--- config.mk ---
export PLATFORM = sky130hd
export DESIGN_NAME = addsub_acc_disp_flat
export DESIGN_NICKNAME = d
export VERILOG_FILES = /design/src/rtl/addsub_pkg.sv /design/src/rtl/addsub_acc_disp_if.sv /design/src/rtl/addsub_acc_disp_seg7_scan.sv /design/src/rtl/addsub_acc_disp.sv /design/src/flat_wrapper.sv
export SDC_FILE = /design/constraint.sdc
export NUM_CORES = 1
export LEC_CHECK = 0
export ABC_CLOCK_PERIOD_IN_PS = 4900
export CAP_MARGIN = 25
export CORE_AREA = 5 5 102 104
export CTS_BUF_LIST = sky130_fd_sc_hd__clkbuf_16
export DETAILED_ROUTE_END_ITERATION = 8
export DIE_AREA = 0 0 107 109
export DONT_BUFFER_PORTS = 1
export GPL_ROUTABILITY_DRIVEN = 0
export GPL_TIMING_DRIVEN = 0
export PLACE_DENSITY = 0.41
export RECOVER_POWER = 100
export SYNTH_ARGS = -nofsm -noshare
export SYNTH_HDL_FRONTEND = slang
export SYNTH_SLANG_ARGS = --single-unit
--- constraint.sdc ---
create_clock -name CLK -period 4.9 [get_ports CLK]
set_input_delay 0.49 -clock CLK [delete_from_list [all_inputs] [get_ports CLK]]
set_output_delay 0.49 -clock CLK [all_outputs]
set_load 0.005 [all_outputs]
--- src/rtl/addsub_pkg.sv ---
// rtl/addsub_pkg.sv - shared mode/select constants and 7-segment glyph table
// Purpose: constants shared by the add/sub/accumulate datapath and the display scanner.
package addsub_pkg;

    localparam logic [1:0] MODE_ADD     = 2'd0;
    localparam logic [1:0] MODE_SUB     = 2'd1;
    localparam logic [1:0] MODE_ACC_ADD = 2'd2;
    localparam logic [1:0] MODE_ACC_SUB = 2'd3;

    localparam logic [1:0] SEL_RES   = 2'd0;
    localparam logic [1:0] SEL_A     = 2'd1;
    localparam logic [1:0] SEL_B     = 2'd2;
    localparam logic [1:0] SEL_FLAGS = 2'd3;

    // Active-low {dp,g,f,e,d,c,b,a}; entry n is the glyph for hex digit n.
    localparam logic [15:0][7:0] GLYPH = {
        8'h8E, 8'h86, 8'hA1, 8'hC6,   // F E d C
        8'h83, 8'h88, 8'h90, 8'h80,   // b A 9 8
        8'hF8, 8'h82, 8'h92, 8'h99,   // 7 6 5 4
        8'hB0, 8'hA4, 8'hF9, 8'hC0    // 3 2 1 0
    };

endpackage

--- src/rtl/addsub_acc_disp_if.sv ---
// rtl/addsub_acc_disp_if.sv - switch/button/flag/display bundle for addsub_acc_disp
// Purpose: groups operands, controls, results and the display bus.
// master: board/bench side (drives a, b, mode, go, clr, disp_sel).
// slave : datapath side (drives result, carry, ovf, zero, done, DISP).
interface addsub_acc_disp_if #(
    parameter int W = 8
);
    logic [W-1:0] a;
    logic [W-1:0] b;
    logic [1:0]   mode;
    logic         go;
    logic         clr;
    logic [1:0]   disp_sel;
    logic [W-1:0] result;
    logic         carry;
    logic         ovf;
    logic         zero;
    logic         done;
    logic [11:0]  DISP;

    modport master (
        output a, b, mode, go, clr, disp_sel,
        input  result, carry, ovf, zero, done, DISP
    );

    modport slave (
        input  a, b, mode, go, clr, disp_sel,
        output result, carry, ovf, zero, done, DISP
    );
endinterface

--- src/rtl/addsub_acc_disp_seg7_scan.sv ---
// rtl/addsub_acc_disp_seg7_scan.sv - 4-digit multiplexed 7-segment hex scanner
// Purpose: cycles through the four nibbles of value, each digit lit for SCAN_DIV cycles.
// Ports: CLK, RST_N (async active-low), value (16-bit), DISP (12-bit:
//        [11:8] active-low digit enables, bit 8 rightmost; [7:0] active-low segments).
module seg7_scan
    import addsub_pkg::*;
#(
    parameter int SCAN_DIV = 50000
) (
    input  logic        CLK,
    input  logic        RST_N,
    input  logic [15:0] value,
    output logic [11:0] DISP
);
    localparam int CW = (SCAN_DIV > 2) ? $clog2(SCAN_DIV) : 1;
    localparam logic [CW-1:0] CNT_LAST = CW'(SCAN_DIV - 1);

    logic [CW-1:0] cnt_q, cnt_d;
    logic [1:0]    idx_q, idx_d;
    logic [11:0]   disp_q, disp_d;
    logic [3:0]    nib;

    always_comb begin
        cnt_d  = cnt_q + CW'(1);
        idx_d  = idx_q;
        if (cnt_q == CNT_LAST) begin
            cnt_d = '0;
            idx_d = idx_q + 2'd1;
        end
        nib    = value[{idx_q, 2'b00} +: 4];
        // Enable and segments come from the same idx_q, so they move together.
        disp_d = {~(4'b0001 << idx_q), GLYPH[nib]};
    end

    always_ff @(posedge CLK or negedge RST_N) begin
        if (!RST_N) begin
            cnt_q  <= '0;
            idx_q  <= 2'd0;
            disp_q <= 12'hFFF;
        end else begin
            cnt_q  <= cnt_d;
            idx_q  <= idx_d;
            disp_q <= disp_d;
        end
    end

    assign DISP = disp_q;
endmodule

--- src/rtl/addsub_acc_disp.sv ---
// rtl/addsub_acc_disp.sv - registered add/sub/accumulate unit with flags and hex display
// Purpose: button-triggered W-bit add/sub/accumulate with carry/ovf/zero flags and a
//          scanned 4-digit display of result, a, b or flags.
// Ports: CLK, RST_N (async active-low), bus (addsub_acc_disp_if.slave):
//        a, b, mode, go, clr, disp_sel in; result, carry, ovf, zero, done, DISP out.
module addsub_acc_disp
    import addsub_pkg::*;
#(
    parameter int W           = 8,
    parameter int SCAN_DIV    = 50000,
    parameter int SYNC_STAGES = 2
) (
    input  logic                CLK,
    input  logic                RST_N,
    addsub_acc_disp_if.slave    bus
);
    // Button synchronisers: index 0 = go, index 1 = clr.
    logic [1:0] btn_raw;
    logic [1:0] btn_pulse;

    assign btn_raw = {bus.clr, bus.go};

    for (genvar gi = 0; gi < 2; gi++) begin : g_btn
        logic [SYNC_STAGES-1:0] sync_q;
        logic                   edge_q;

        always_ff @(posedge CLK or negedge RST_N) begin
            if (!RST_N) begin
                sync_q <= '0;
                edge_q <= 1'b0;
            end else begin
                sync_q <= {sync_q[SYNC_STAGES-2:0], btn_raw[gi]};
                edge_q <= sync_q[SYNC_STAGES-1];
            end
        end

        // Rising edge only, so a held button yields a single operation.
        assign btn_pulse[gi] = sync_q[SYNC_STAGES-1] & ~edge_q;
    end

    logic go_p, clr_p;
    assign go_p  = btn_pulse[0];
    assign clr_p = btn_pulse[1];

    // Datapath
    logic [W-1:0] result_q, result_d;
    logic         carry_q, carry_d;
    logic         ovf_q, ovf_d;
    logic         zero_q, zero_d;
    logic         done_q, done_d;

    logic         is_acc, is_sub;
    logic [W-1:0] op_a, op_b;
    logic [W:0]   sum;
    logic         sum_ovf;

    always_comb begin
        is_acc  = (bus.mode == MODE_ACC_ADD) || (bus.mode == MODE_ACC_SUB);
        is_sub  = (bus.mode == MODE_SUB) || (bus.mode == MODE_ACC_SUB);
        op_a    = is_acc ? result_q : bus.a;
        // Subtraction is a + ~b + 1, so carry out doubles as "no borrow".
        op_b    = is_sub ? ~bus.b : bus.b;
        sum     = {1'b0, op_a} + {1'b0, op_b} + (W+1)'(is_sub);
        sum_ovf = (op_a[W-1] == op_b[W-1]) && (sum[W-1] != op_a[W-1]);
    end

    always_comb begin
        result_d = result_q;
        carry_d  = carry_q;
        ovf_d    = ovf_q;
        zero_d   = zero_q;
        done_d   = 1'b0;
        if (clr_p) begin
            // clr takes priority; a coincident go is discarded.
            result_d = '0;
            carry_d  = 1'b0;
            ovf_d    = 1'b0;
            zero_d   = 1'b1;
        end else if (go_p) begin
            result_d = sum[W-1:0];
            carry_d  = sum[W];
            ovf_d    = sum_ovf;
            zero_d   = (sum[W-1:0] == '0);
            done_d   = 1'b1;
        end
    end

    always_ff @(posedge CLK or negedge RST_N) begin
        if (!RST_N) begin
            result_q <= '0;
            carry_q  <= 1'b0;
            ovf_q    <= 1'b0;
            zero_q   <= 1'b1;
            done_q   <= 1'b0;
        end else begin
            result_q <= result_d;
            carry_q  <= carry_d;
            ovf_q    <= ovf_d;
            zero_q   <= zero_d;
            done_q   <= done_d;
        end
    end

    assign bus.result = result_q;
    assign bus.carry  = carry_q;
    assign bus.ovf    = ovf_q;
    assign bus.zero   = zero_q;
    assign bus.done   = done_q;

    // Display value: widen to 32 bits first so any W in 4..32 truncates/extends cleanly.
    logic [31:0] res_ext, a_ext, b_ext;
    logic [15:0] disp_val;

    assign res_ext = 32'(result_q);
    assign a_ext   = 32'(bus.a);
    assign b_ext   = 32'(bus.b);

    always_comb begin
        disp_val = res_ext[15:0];
        case (bus.disp_sel)
            SEL_RES:   disp_val = res_ext[15:0];
            SEL_A:     disp_val = a_ext[15:0];
            SEL_B:     disp_val = b_ext[15:0];
            SEL_FLAGS: disp_val = {13'b0, carry_q, ovf_q, zero_q};
            default:   disp_val = res_ext[15:0];
        endcase
    end

    seg7_scan #(
        .SCAN_DIV (SCAN_DIV)
    ) u_scan (
        .CLK   (CLK),
        .RST_N (RST_N),
        .value (disp_val),
        .DISP  (bus.DISP)
    );
endmodule

--- src/flat_wrapper.sv ---
// flat-port wrapper written by rule: the top's interface ports become plain ports
module addsub_acc_disp_flat import addsub_pkg::*;
#(
    parameter int W           = 8,
    parameter int SCAN_DIV    = 50000,
    parameter int SYNC_STAGES = 2
)
  (CLK, RST_N, bus_a, bus_b, bus_mode, bus_go, bus_clr, bus_disp_sel, bus_result, bus_carry, bus_ovf, bus_zero, bus_done, bus_DISP);
  addsub_acc_disp_if #(.W(W)) bus_i ();
  input  logic CLK;
  input  logic RST_N;
  input wire logic [$bits(bus_i.a)-1:0] bus_a;
  input wire logic [$bits(bus_i.b)-1:0] bus_b;
  input wire logic [$bits(bus_i.mode)-1:0] bus_mode;
  input wire logic [$bits(bus_i.go)-1:0] bus_go;
  input wire logic [$bits(bus_i.clr)-1:0] bus_clr;
  input wire logic [$bits(bus_i.disp_sel)-1:0] bus_disp_sel;
  output wire logic [$bits(bus_i.result)-1:0] bus_result;
  output wire logic [$bits(bus_i.carry)-1:0] bus_carry;
  output wire logic [$bits(bus_i.ovf)-1:0] bus_ovf;
  output wire logic [$bits(bus_i.zero)-1:0] bus_zero;
  output wire logic [$bits(bus_i.done)-1:0] bus_done;
  output wire logic [$bits(bus_i.DISP)-1:0] bus_DISP;
  assign bus_i.a = bus_a;
  assign bus_i.b = bus_b;
  assign bus_i.mode = bus_mode;
  assign bus_i.go = bus_go;
  assign bus_i.clr = bus_clr;
  assign bus_i.disp_sel = bus_disp_sel;
  assign bus_result = bus_i.result;
  assign bus_carry = bus_i.carry;
  assign bus_ovf = bus_i.ovf;
  assign bus_zero = bus_i.zero;
  assign bus_done = bus_i.done;
  assign bus_DISP = bus_i.DISP;
  addsub_acc_disp #(.W(W), .SCAN_DIV(SCAN_DIV), .SYNC_STAGES(SYNC_STAGES)) u_core (.CLK(CLK), .RST_N(RST_N), .bus(bus_i));
endmodule
# Word level (Yosys, flattened, before mapping)
# Memories as Yosys holds them, arrays and structs flattened. A register that Yosys moved wholly into a read port is not among the register bits.
# Index checks and enable logic that the tools add are counted.
[word_totals] in_bits=24 word_cells=57 n_memories=1 mem_bits_ro=128 regBits=48 out_inout_bits=24
[classes] n_bitwise=6 n_reduce_logical=7 n_lt_le_gt_ge=1 n_shift=2 n_eq_ne=9 muxes=15 addsub=4
[memory_table] name="(no name shown)" words=16 width=8 rd=1 rd_clocked_by_memory_dff=1 wr=0 line="addsub_acc_disp_seg7_scan.sv:32" rtl="disp_d = {~(4'b0001 << idx_q), GLYPH[nib]};"
[ops] cell="16-bit case mux with 4 select lines" n=1
[ops] cell="8-bit two-way mux" n=5
[ops] cell="16-bit by 1-bit adder with 16-bit output, second input constant" n=1
[ops] cell="16-bit == test, second input constant" n=1
[ops] cell="16-bit two-way mux" n=1
[ops] cell="16-bit by 5-bit indexed part select with 4-bit output" n=1
[ops] cell="8-bit by 8-bit adder with 9-bit output" n=1
[ops] cell="9-bit by 1-bit adder with 9-bit output" n=1
[ops] cell="2-bit == test, second input constant" n=4
[ops] cell="8-bit logical NOT" n=1
[ops] cell="1-bit two-way mux" n=8
[ops] cell="8-bit inverter" n=1
[ops] cell="4-bit by 5-bit less-than comparator with 1-bit output, second input constant" n=1
[ops] cell="2-bit by 1-bit == test with 1-bit output, second input constant" n=2
[ops] cell="4-bit inverter" n=1
[ops] cell="1-bit by 2-bit left shift with 4-bit output, first input constant" n=1
[ops] cell="2-bit by 1-bit adder with 2-bit output, second input constant" n=1
[ops] cell="1-bit bitwise AND" n=2
[ops] cell="2-bit logical NOT" n=1
[ops] cell="1-bit logical OR" n=2
[ops] cell="1-bit inverter" n=2
[ops] cell="2-bit nonzero test" n=1
[ops] cell="1-bit == test" n=1
[ops] cell="1-bit logical AND" n=1
[ops] cell="2 further kinds" n=2

# Longest topological paths before layout
[depth] word_depth=9 depth_mapped=11 mapped_depth_nobuf=10

# Modules after synthesis
# Synthesis repeated with hierarchy kept, for this count alone.
[hier_totals] hier_cells=276 hier_area_um2=2944.1
[by_module_without_submodules] module="seg7_scan" area_per_inst_um2=1571.5 n_inst=1 seq_area_each_um2=739.5 cells_per_inst=136
[by_module_without_submodules] module="addsub_acc_disp" area_per_inst_um2=1372.6 n_inst=1 seq_area_each_um2=451.7 cells_per_inst=140

# Least setup slack after synthesis
# OpenSTA, ideal clock, no wires.
[synth_path] path_type="input to register" from="in bus_mode[0]" to="reg u_core.zero_q, in the netlist u_core.bus.zero" t_required_ns=4.828 path_buffers=1 slack_ns=2.239 arrival_ns=2.589 stages=10 setup_time_ns=0.072 cell_sequence="buf_2 > xor2_1 > inv_1 > fa_1 > nand2b_1 > a21oi_1 > xnor2_1 > nand4_1 > or4_1 > o21ai_1"
[synth_between] elab_chain_len=8 word_cells_on_any_way=12 classes_between="2 x add/sub; 3 x eq/ne; 4 x mux; 3 x reduce/logical"
[synth_lines] item="start, declared" line="flat_wrapper.sv:14" rtl="input wire logic [$bits(bus_i.mode)-1:0] bus_mode;"
[synth_lines] item="2-bit == test (tied with other cells)" line="addsub_acc_disp.sv:58" rtl="is_acc = (bus.mode == MODE_ACC_ADD) || (bus.mode == MODE_ACC_SUB);"
[synth_lines] item="1-bit logical OR (on tied branches)" line="addsub_acc_disp.sv:58, addsub_acc_disp.sv:59"
[synth_lines] item="8-bit two-way mux (on tied branches)" line="addsub_acc_disp.sv:60, addsub_acc_disp.sv:62"
[synth_lines] item="8-bit by 8-bit adder with 9-bit output" line="addsub_acc_disp.sv:63" rtl="sum = {1'b0, op_a} + {1'b0, op_b} + (W+1)'(is_sub);"
[synth_lines] item="9-bit by 1-bit adder with 9-bit output *" line="addsub_acc_disp.sv:63"
[synth_lines] item="8-bit logical NOT *" line="addsub_acc_disp.sv:83" rtl="zero_d = (sum[W-1:0] == '0);"
[synth_lines] item="1-bit two-way mux *" line="addsub_acc_disp.sv:79" rtl="end else if (go_p) begin"
[synth_lines] item="1-bit two-way mux *" line="addsub_acc_disp.sv:73" rtl="if (clr_p) begin"
[synth_lines] item="end signal, assigned" line="addsub_acc_disp.sv:99" rtl="zero_q <= zero_d;"
[synth_lines] item="end, declared" line="addsub_acc_disp.sv:49" rtl="logic zero_q, zero_d;"
# Every way passes the cells marked *; elsewhere a longest branch is shown, timed or not. The select of a mux whose other input is x is not followed.
# A chain may end at the register's enable or synchronous reset.

# Worst setup path after layout
# Same ends and word-level chain as after synthesis.

==> impl_metrics.yaml <==
detailed_routing:
  wirelength_um: 6471
  drc_errors: 0
  via_per_inst: 4.879
  drtIter0Drc: 56
  vias: 1854
  ant_nets: 0
  wl_per_cell_um: 17.03
  dr.pass1.iters: 5
critical_path:
  worstPathMaxFanout: 9
  cp_slowest_stage_delay_ps: 540
  startpoint_type: "primary input"
  r2r_setup_slack_ps: 2150
  criticalPathCategory: "primary input to flop"
  critPathBufInv: 2
  cpMaxStageDelayCell: "or4_1"
  endpoint: "u_core.bus.zero$_DFFE_PN1P_"
  crit_arrival_ps: 3200
  path_depth: 10
  crit_chain: "clkbuf_1, xor2_1, inv_1, fa_1, nand2b_1, a21oi_1, xnor2_1, nand4_1, or4_1, o21ai_0"
  critPathTopFamily: "simple AND/OR/NAND/NOR gates"
  r2r_start: "u_core.bus.result[0]$_DFFE_PN0P_"
  crit_required_ps: 5110
  crit_path_end_kind: "flop"
  reg2reg_to: "u_core.bus.zero$_DFFE_PN1P_"
  critPathLaunch: "bus_mode[0]"
  rr_worst_depth: 10
logic_synthesis:
  ys_seq_elements: 47
  syn_inst: 257
  synth_top_family_by_area: "simple AND/OR/NAND/NOR gates"
  yosysMostFrequentCell: "dfrtp_1"
  synth_edf_count: 0
  syn_nets: 300
  synth-seq-area-share_pct: 43.17
  ys_types: 48
  synth-compound-area-share_pct: 11.88
  yosysTopAreaCellShare_pct: 31.75
  synth_simple_gate_area_share_pct: 12.56
  synthAdderAreaFrac_pct: 8.889
  yosys-top-cells-area: "dfrtp_1 32%, dfstp_2 11%, ha_1 8.2%, xor2_1 5.4%, mux2_2 4.5%"
  syn_area_per_cell_sq_um: 10.74
  synth_flop_cell: "dfrtp_1"
  yosysTopAreaCell: "dfrtp_1"
  synth.top_cells.by_count: "35 x dfrtp_1, 25 x nor2_1, 18 x ha_1, 18 x inv_1, 17 x xor2_1"
  synth-xor-area-share_pct: 8.889
  ys_warn_count: 0
  synthArstFlopShare_pct: 100.0
  synth_area_sq_um: 2759
  synthMuxAreaShare_pct: 10.48
clock_tree:
  cts.sinks: 47
  clk_pin_slew_worst_paths_ps: 70
  cts_setup_buffers: 0
  clock_latency_ps: 290
  htree_num_levels: 2
  numCtsBuffers: 5
  cts_buffer_depth: 2
  cts_tree: "built"
  cts_root_buf: "clkbuf_16"
status:
  violations: "max-capacitance violations, max-slew violations"
  status: "finished with violations"
global_routing:
  grt_max_degree: 36
  grt_usage_pct: 11.78
  antenna_found_initial: 0
  first_global_vias: 1900
  gr-total-overflow: 0
  grt_pass1_wl_um: 10490
finish:
  areaGrowthSynthToFinish_pct: 10.25
  utilization_pct: 32.16
  fillerInstances: 948
  drive_gt1_share_pct: 15.41
  fin_nets: 308
  antenna_cells: 0
place:
  dpl_worst_slack_ps: 1880
  port_buffers: 0
  place_hpwl_um: 4817
die:
  initial_core_util_pct: 29.17
  die_w_um: 107
  core_area_sq_um: 9459
  die_y_um: 109
  row_count: 36
  fp.dieArea_sq_um: 11660
  ioPinCount: 48
sta:
  finalHoldViolCount: 0
  max_freq_mhz: 334.3
  slew_violations: 36
  tightest_slew_ps: 2001
  relSlewSlack_pct: -33.37
  clock-skew-final_ps: 5.220
  period_minus_slack_ps: 2991
  setup_tns_ps: 0
  finalCritPeriodShare_pct: 61.04
  rsz0062_at_grt: "no"
  setup_viol: 0
  fin_hold_ws_ps: 38.00
  worst_slack_ps: 1909
hold_path:
  min_path_type: "primary input to asynchronous set/reset pin"
pwr:
  ir_drop_v: 0.0001517
  p_leak_uw: 0.001340
  finalPower_uw: 1122
  p_per_area_nw_per_um2: 368.9
run:
  drv_cap: 1
-- timing repair --
item / CTS / global route
hold buffers: 1 / 0
gates resized for setup: 0 / 0
endpoints found under the hold margin: 35 / 0
-- metrics by stage --
stage,area [sq um],instances
after floorplan,2759,257
after global placement,2902,371
after detailed placement,2902,371
after CTS,3093,380
after global routing,3042,380
final,3042,380
-- layer usage --
layer	GRT usage (%)	share of wire [%]	vias to the layer above
li1	-	-	907
met1	15.72	47	905
met2	18.75	46	35
met3	3.375	5.6	7
met4	3.288	1.2	0
met5	0	0	-
-- where the power goes --
group	total, uW	switching, uW	internal, uW	leakage (uW)
clock	403	160	243	0.0000804
sequential	471	35.3	435	0.000577
combinational	249	136	113	0.000682
total	1120	331	791	0.00134
-- final cells by class --
cell class / count / area (sq um) / area share, %
Multi-Input combinational cell: 185 / 1424 / 46.81
Sequential cell: 47 / 1191 / 39.16
Tap cell: 114 / 142.6 / 4.689
Clock buffer: 5 / 125.1 / 4.114
Inverter: 18 / 67.56 / 2.221
Clock inverter: 3 / 46.29 / 1.522
Buffer: 7 / 41.29 / 1.357
Timing Repair Buffer: 1 / 3.754 / 0.1234
-- cells in the final DEF, fill, tap and decap left out, types with 2 or more instances in the layout --
cell	n
and3_1	3
o21ai_0	9
dfrtp_1	35
mux4_2	5
clkbuf_1	5
or3_1	3
nand3_1	6
nand2_1	15
a21oi_1	11
nand2b_1	4
a22o_1	4
nor3_1	5
o21bai_1	2
dfstp_2	11
nor2b_1	3
ha_1	18
xnor2_1	11
inv_1	18
buf_4	2
o22ai_1	4
nor2_1	25
xor2_1	17
mux2i_1	4
mux2_2	10
clkbuf_16	5
nand4_1	4
a221oi_1	2
-- state kept, by name, summed over array words and instances (netlist names) --
name and count:
u_core.bus.result 8, u_core.u_scan.idx_q 2, u_core.u_scan.DISP 11, u_core.g_btn.edge_q 2, u_core.bus.done 1, u_core.g_btn.sync_q 4
u_core.bus.zero 1, u_core.bus.ovf 1, u_core.u_scan.cnt_q 16, u_core.bus.carry 1
-- worst min-delay path by stage --
stage,from,endpoint,depth (start not counted)
6_report,RST_N,u_core.bus.zero$_DFFE_PN1P_,0
5_1_grt,RST_N,u_core.bus.zero$_DFFE_PN1P_,0
4_1_cts,RST_N,u_core.bus.zero$_DFFE_PN1P_,0
3_5_place_dp,RST_N,u_core.bus.result[0]$_DFFE_PN0P_,0
3_3_place_gp,RST_N,u_core.bus.result[0]$_DFFE_PN0P_,0
2_1_floorplan,RST_N,u_core.bus.carry$_DFFE_PN0P_,0
-- cell families after synthesis --
kind of cell / after synthesis
AO/OA/AOI/OAI: 44
adder cells (fa/ha/maj): 19
flip-flops: 47
buffers and inverters: 25
multiplexers: 20
other: 1
XOR/XNOR: 28
AND/OR/NAND/NOR: 73
No activity file was read; power rests on OpenSTA's default activity.
